### src/rtl/mem_access_unit_pkg.sv
// Shared types and helpers for the MEM-stage load/store sequencer.
// Access sizes, FSM state encoding and the alignment rule.
package mem_access_unit_pkg;

    typedef enum logic [1:0] {
        StIdle,
        StRd,
        StWr,
        StDone
    } state_e;

    localparam logic [1:0] SzByte = 2'd0;
    localparam logic [1:0] SzHalf = 2'd1;
    localparam logic [1:0] SzWord = 2'd2;

    // Size 3 is reserved and behaves as a word access.
    function automatic logic is_misaligned(input logic [1:0] size, input logic [1:0] lane);
        return ((size == SzHalf) && lane[0]) || (size[1] && (lane != 2'b00));
    endfunction

endpackage

### src/rtl/mem_access_unit_lane_align.sv
// Byte-lane steering for loads (extract + extend) and sub-word stores (merge into a word).
// Purely combinational; lanes are little-endian.
module mem_access_unit_lane_align
    import mem_access_unit_pkg::*;
(
    input  logic [1:0]  size_i,
    input  logic        uns_i,
    input  logic [1:0]  lane_i,
    input  logic [31:0] word_i,
    input  logic [31:0] wdata_i,
    output logic [31:0] load_o,
    output logic [31:0] merge_o
);

    logic [7:0]  byte_sel;
    logic [15:0] half_sel;

    always_comb begin
        byte_sel = word_i[{lane_i, 3'b000} +: 8];
        half_sel = lane_i[1] ? word_i[31:16] : word_i[15:0];
        load_o   = word_i;
        merge_o  = wdata_i;
        case (size_i)
            SzByte: begin
                load_o  = uns_i ? {24'b0, byte_sel} : {{24{byte_sel[7]}}, byte_sel};
                merge_o = word_i;
                merge_o[{lane_i, 3'b000} +: 8] = wdata_i[7:0];
            end
            SzHalf: begin
                load_o  = uns_i ? {16'b0, half_sel} : {{16{half_sel[15]}}, half_sel};
                merge_o = word_i;
                merge_o[{lane_i[1], 4'b0000} +: 16] = wdata_i[15:0];
            end
            default: begin
                load_o  = word_i;
                merge_o = wdata_i;
            end
        endcase
    end

endmodule

### src/rtl/mem_access_unit.sv
// MEM-stage load/store sequencer: maps byte/half/word accesses onto a word-wide RAM,
// using read-modify-write for sub-word stores and stalling the pipeline until done.
module mem_access_unit
    import mem_access_unit_pkg::*;
#(
    parameter int unsigned RamLat = 1,
    parameter int unsigned AddrW  = 10
) (
    input  logic             clk_i,
    input  logic             rst_ni,
    input  logic             cpu_en_i,
    input  logic             req_i,
    input  logic             we_i,
    input  logic [1:0]       size_i,
    input  logic             uns_i,
    input  logic [31:0]      addr_i,
    input  logic [31:0]      wdata_i,
    output logic [31:0]      rdata_o,
    output logic             stall_o,
    output logic             misalign_o,
    output logic             ram_cs_o,
    output logic             ram_wen_o,
    output logic [AddrW-1:0] ram_addr_o,
    output logic [31:0]      ram_wdata_o,
    input  logic [31:0]      ram_rdata_i,
    input  logic             ram_stall_i
);

    localparam logic [2:0] LastCnt = 3'(RamLat - 1);

    state_e           state_q, state_d;
    logic [2:0]       cnt_q, cnt_d;
    logic [31:0]      rdata_q, rdata_d;
    logic             ram_cs_q, ram_cs_d;
    logic             ram_wen_q, ram_wen_d;
    logic [AddrW-1:0] ram_addr_q, ram_addr_d;
    logic [31:0]      ram_wdata_q, ram_wdata_d;
    logic             we_q, we_d;
    logic             uns_q, uns_d;
    logic [1:0]       size_q, size_d;
    logic [1:0]       lane_q, lane_d;
    logic             mis;
    logic [31:0]      load_val;
    logic [31:0]      merge_val;
    logic             unused_addr;

    assign unused_addr = ^addr_i[31:AddrW+2];

    assign mis         = is_misaligned(size_i, addr_i[1:0]);
    assign misalign_o  = req_i & mis;
    assign stall_o     = req_i & ~mis & (state_q != StDone);
    assign rdata_o     = misalign_o ? '0 : rdata_q;
    assign ram_cs_o    = ram_cs_q;
    assign ram_wen_o   = ram_wen_q;
    assign ram_addr_o  = ram_addr_q;
    assign ram_wdata_o = ram_wdata_q;

    // The access attributes are latched so a flushed request still completes correctly.
    mem_access_unit_lane_align u_lane_align (
        .size_i  (size_q),
        .uns_i   (uns_q),
        .lane_i  (lane_q),
        .word_i  (ram_rdata_i),
        .wdata_i (ram_wdata_q),
        .load_o  (load_val),
        .merge_o (merge_val)
    );

    always_comb begin
        state_d     = state_q;
        cnt_d       = cnt_q;
        rdata_d     = rdata_q;
        ram_cs_d    = ram_cs_q;
        ram_wen_d   = ram_wen_q;
        ram_addr_d  = ram_addr_q;
        ram_wdata_d = ram_wdata_q;
        we_d        = we_q;
        uns_d       = uns_q;
        size_d      = size_q;
        lane_d      = lane_q;
        if (cpu_en_i && !ram_stall_i) begin
            unique case (state_q)
                StIdle: begin
                    if (req_i && !mis) begin
                        cnt_d      = '0;
                        ram_addr_d = addr_i[AddrW+1:2];
                        we_d       = we_i;
                        uns_d      = uns_i;
                        size_d     = size_i;
                        lane_d     = addr_i[1:0];
                        ram_cs_d   = 1'b1;
                        // Sub-word stores keep raw wdata here until the merge in StRd.
                        if (we_i) begin
                            ram_wdata_d = wdata_i;
                        end
                        if (we_i && size_i[1]) begin
                            ram_wen_d = 1'b1;
                            state_d   = StWr;
                        end else begin
                            ram_wen_d = 1'b0;
                            state_d   = StRd;
                        end
                    end
                end
                StRd: begin
                    cnt_d = cnt_q + 3'd1;
                    if (cnt_q == LastCnt) begin
                        if (we_q) begin
                            ram_wdata_d = merge_val;
                            ram_wen_d   = 1'b1;
                            state_d     = StWr;
                        end else begin
                            rdata_d  = load_val;
                            ram_cs_d = 1'b0;
                            state_d  = StDone;
                        end
                    end
                end
                StWr: begin
                    ram_cs_d  = 1'b0;
                    ram_wen_d = 1'b0;
                    state_d   = StDone;
                end
                StDone: begin
                    state_d = StIdle;
                end
            endcase
        end
    end

    always_ff @(posedge clk_i) begin
        if (!rst_ni) begin
            state_q     <= StIdle;
            cnt_q       <= '0;
            rdata_q     <= '0;
            ram_cs_q    <= 1'b0;
            ram_wen_q   <= 1'b0;
            ram_addr_q  <= '0;
            ram_wdata_q <= '0;
            we_q        <= 1'b0;
            uns_q       <= 1'b0;
            size_q      <= SzByte;
            lane_q      <= 2'b00;
        end else begin
            state_q     <= state_d;
            cnt_q       <= cnt_d;
            rdata_q     <= rdata_d;
            ram_cs_q    <= ram_cs_d;
            ram_wen_q   <= ram_wen_d;
            ram_addr_q  <= ram_addr_d;
            ram_wdata_q <= ram_wdata_d;
            we_q        <= we_d;
            uns_q       <= uns_d;
            size_q      <= size_d;
            lane_q      <= lane_d;
        end
    end

endmodule

### config.mk
export PLATFORM = sky130hd
export DESIGN_NAME = mem_access_unit
export DESIGN_NICKNAME = d
export VERILOG_FILES = /design/src/rtl/mem_access_unit_pkg.sv /design/src/rtl/mem_access_unit_lane_align.sv /design/src/rtl/mem_access_unit.sv
export SDC_FILE = /design/constraint.sdc
export NUM_CORES = 1
export LEC_CHECK = 0
export CORE_MARGIN = 4
export CORE_UTILIZATION = 40
export CTS_CLUSTER_DIAMETER = 120
export DETAILED_ROUTE_END_ITERATION = 6
export PLACE_DENSITY_LB_ADDON = 0.08
export SKIP_LAST_GASP = 1
export SLEW_MARGIN = 20
export SYNTH_ARGS = -nofsm -noshare
export SYNTH_HDL_FRONTEND = slang
export SYNTH_SLANG_ARGS = --single-unit
### constraint.sdc
create_clock -name clk_i -period 3.6 [get_ports clk_i]
set_clock_uncertainty 0.05 [all_clocks]
set_input_delay 0.54 -clock clk_i [delete_from_list [all_inputs] [get_ports clk_i]]
set_output_delay 0.54 -clock clk_i [all_outputs]
set_load 0.02 [all_outputs]
==> results.json <==
{
  "status": "finished with violations",
  "violations": "DRC",
  "instances_no_fill": 870,
  "critical-path-slowest-cell": "clkdlybuf4s50_1",
  "num_rows": 39,
  "ioPinCount": 183,
  "cts.sinks": 87,
  "layout_commonest_cell": "clkdlybuf4s50_1",
  "fin_nets": 837,
  "die_area_sq_um": 13760,
  "cp_top_family": "buffers and inverters",
  "clk_pin_slew_ns": 0.06,
  "critical_path.endpoint_type": "output port",
  "critPathLaunchType": "input port",
  "die_y_um": 117.3,
  "slew_violations": 0,
  "min_from": "rdata_q[12]",
  "leakagePower_nw": 2.522,
  "min_period_ns": 3.112,
  "setup-tns-final_ns": 0,
  "crit_type": "input port to output port",
  "grt_pass1_wl_um": 25490,
  "finalCritPeriodShare": 0.8644,
  "final_cell_mix": "162 x clkdlybuf4s50_1, 87 x dfxtp_1, 60 x a21oi_1",
  "routed_via_density": 5.698,
  "syn_inst": 579,
  "vias": 4957,
  "reg2reg_from": "state_q[1]",
  "syn-mean-instance-area_sq_um": 8.255,
  "firstDrtPassIters": 7,
  "syn-num-nets": 694,
  "first_global_vias": 4699,
  "critPathMaxStageDelay_ns": 0.61,
  "routed_wirelength_um": 16370,
  "path_max_fanout": 33,
  "wl_per_cell_um": 18.82,
  "hold_viol_final": 0,
  "start_util": 0.4133,
  "worst_slew_pin_slew_ns": 0.9560,
  "antenna_cells": 0,
  "syn_area_sq_um": 4780,
  "ys_seq_elements": 87,
  "postCtsSetupRepairBufs": 0,
  "async_flop_share": 0,
  "drt-initial-drc-count": 598,
  "h-tree-depth": 3,
  "synth-edff-count": 0,
  "synthFlopType": "dfxtp_1",
  "rsz0062_at_grt": "no",
  "peakVddDrop_mv": 0.2297,
  "cts_hold_buffers": 0,
  "fp.dieW_um": 117.3,
  "slew_headroom": 0.3627,
  "drv_cap": 0,
  "yosysWarnings": 0,
  "hpwl_um": 12250,
  "gp_congestion": 0.8582,
  "drive_gt1_frac": 0.06190,
  "core_sq_um": 11560,
  "track_usage": 0.2286,
  "cts_root_buffer": "clkbuf_16",
  "worst-r2r-setup-slack_ns": 0.70,
  "cts_buffers": 9,
  "path_cells": "clkdlybuf4s50_1 -> o21ai_1 -> nand2_1 -> nand2_1 -> buf_4 -> and2_1 -> clkdlybuf4s50_1",
  "hold_path_class": "register to register",
  "ys_seq_area_frac": 0.3644,
  "multi_input_area_sq_um": 2798,
  "cp_data_arrival_time_ns": 2.52,
  "area_growth_pct": 41.70,
  "r2r_cells": 7,
  "antenna_found_initial": 0,
  "fmax_ghz": 0.3214,
  "setup_viol": 0,
  "regToRegEndpoint": "ram_wdata_o[5]",
  "cp.required_ns": 3.01,
  "holdPathStages": 2,
  "seq_area_sq_um": 1742,
  "drc": 26,
  "holdPathEnd": "rdata_q[12]",
  "cts_resized": 0,
  "fill_cells": 1055,
  "power.density_nw_per_um2": 335.8,
  "clk_path_buf_depth": 2,
  "grt-ovfl-total": 0,
  "io_buffers": 162,
  "place_inst": 854,
  "synth_cell_types": 54,
  "clkLatencyLatePin_ns": 0.35,
  "ant_nets": 0,
  "cp_num_buf_inv": 3,
  "cts_tree": "done",
  "grt_start_max_net_pins": 51
}
## through the flow
step                total power, mW  hold slack (ns)  utilization  worst slack [ns]  instance area, sq um
global placement              1.420           0.3946       0.5622            0.5048                  6501
detailed placement            1.424           0.3974       0.5622            0.5063                  6501
floorplan                     1.215           0.3817            -             1.364                  4780
global route                  2.359           0.4216       0.5856            0.3448                  6773
finish                        2.274           0.4066       0.5856            0.4882                  6773
CTS                           2.287           0.4072       0.5856            0.5048                  6773
## Yosys cell counts (14+ instances only)
cell | number | area share
a211oi_1 | 17 | 0.027
a21oi_1 | 60 | 0.063
a222oi_1 | 16 | 0.034
and2_1 | 33 | 0.043
clkbuf_1 | 33 | 0.026
dfxtp_1 | 87 | 0.36
mux2i_1 | 20 | 0.042
nand2_1 | 53 | 0.042
nor2_1 | 44 | 0.035
nor2b_1 | 14 | 0.018
o21ai_0 | 50 | 0.052
## worst max path at each step
stage                endpoint  depth (start not counted)  slack [ns]        from
6_report          rdata_o[15]                          7        0.49   size_i[1]
5_1_grt           rdata_o[15]                          7        0.34   size_i[1]
4_1_cts           rdata_o[15]                          7        0.50   size_i[1]
3_5_place_dp      rdata_o[15]                          7        0.51   size_i[1]
3_3_place_gp      rdata_o[15]                          7        0.50   size_i[1]
2_1_floorplan  ram_wdata_o[6]                          8        1.36  state_q[1]
## final cells by class
| cell class | instances | area share |
|---|---|---|
| Clock buffer | 16 | 0.04009 |
| Inverter | 15 | 0.008313 |
| Sequential cell | 87 | 0.2572 |
| Timing Repair Buffer | 176 | 0.2549 |
| Multi-Input combinational cell | 433 | 0.4131 |
| Tap cell | 143 | 0.02642 |
## power breakdown
group / internal [mW] / switching, mW / total [mW]
Clock: 0.507 / 0.361 / 0.869
Combinational: 0.195 / 0.201 / 0.396
Sequential: 0.988 / 0.0222 / 1.01
## state kept, by name (all words and copies together), names as in the netlist
register     cells
size_q           2
ram_cs_o         1
ram_addr_o      10
uns_q            1
state_q          2
lane_q           2
rdata_q         32
cnt_q            3
we_q             1
ram_wdata_o     32
ram_wen_o        1
## worst register-to-register path, delay by kind of cell (launching register included)
family,cells,cell delay [ns]
compound gates,3,1.53
fa+ha+maj,1,0.40
buf+inv,1,0.09
flops,1,0.39
simple gates,2,0.35
## cell families after synthesis
logic type      after synthesis  share of synthesized area
compound gates              207                     0.2903
simple gates                184                     0.1958
flops                        87                     0.3644
buf+inv                      59                    0.05131
mux                          31                    0.07016
fa+ha+maj                    10                    0.02618
xor+xnor                      1                   0.001833
## per-layer routing
metal  vias to the layer above  track usage  part of all wire
met5                         -            0                 0
met4                         0      0.08798             0.032
met3                        32      0.04668             0.069
met2                       202       0.3754              0.47
met1                      2319       0.2961              0.43
li1                       2404            -                 -
No activity file was read; power rests on OpenSTA's default activity.
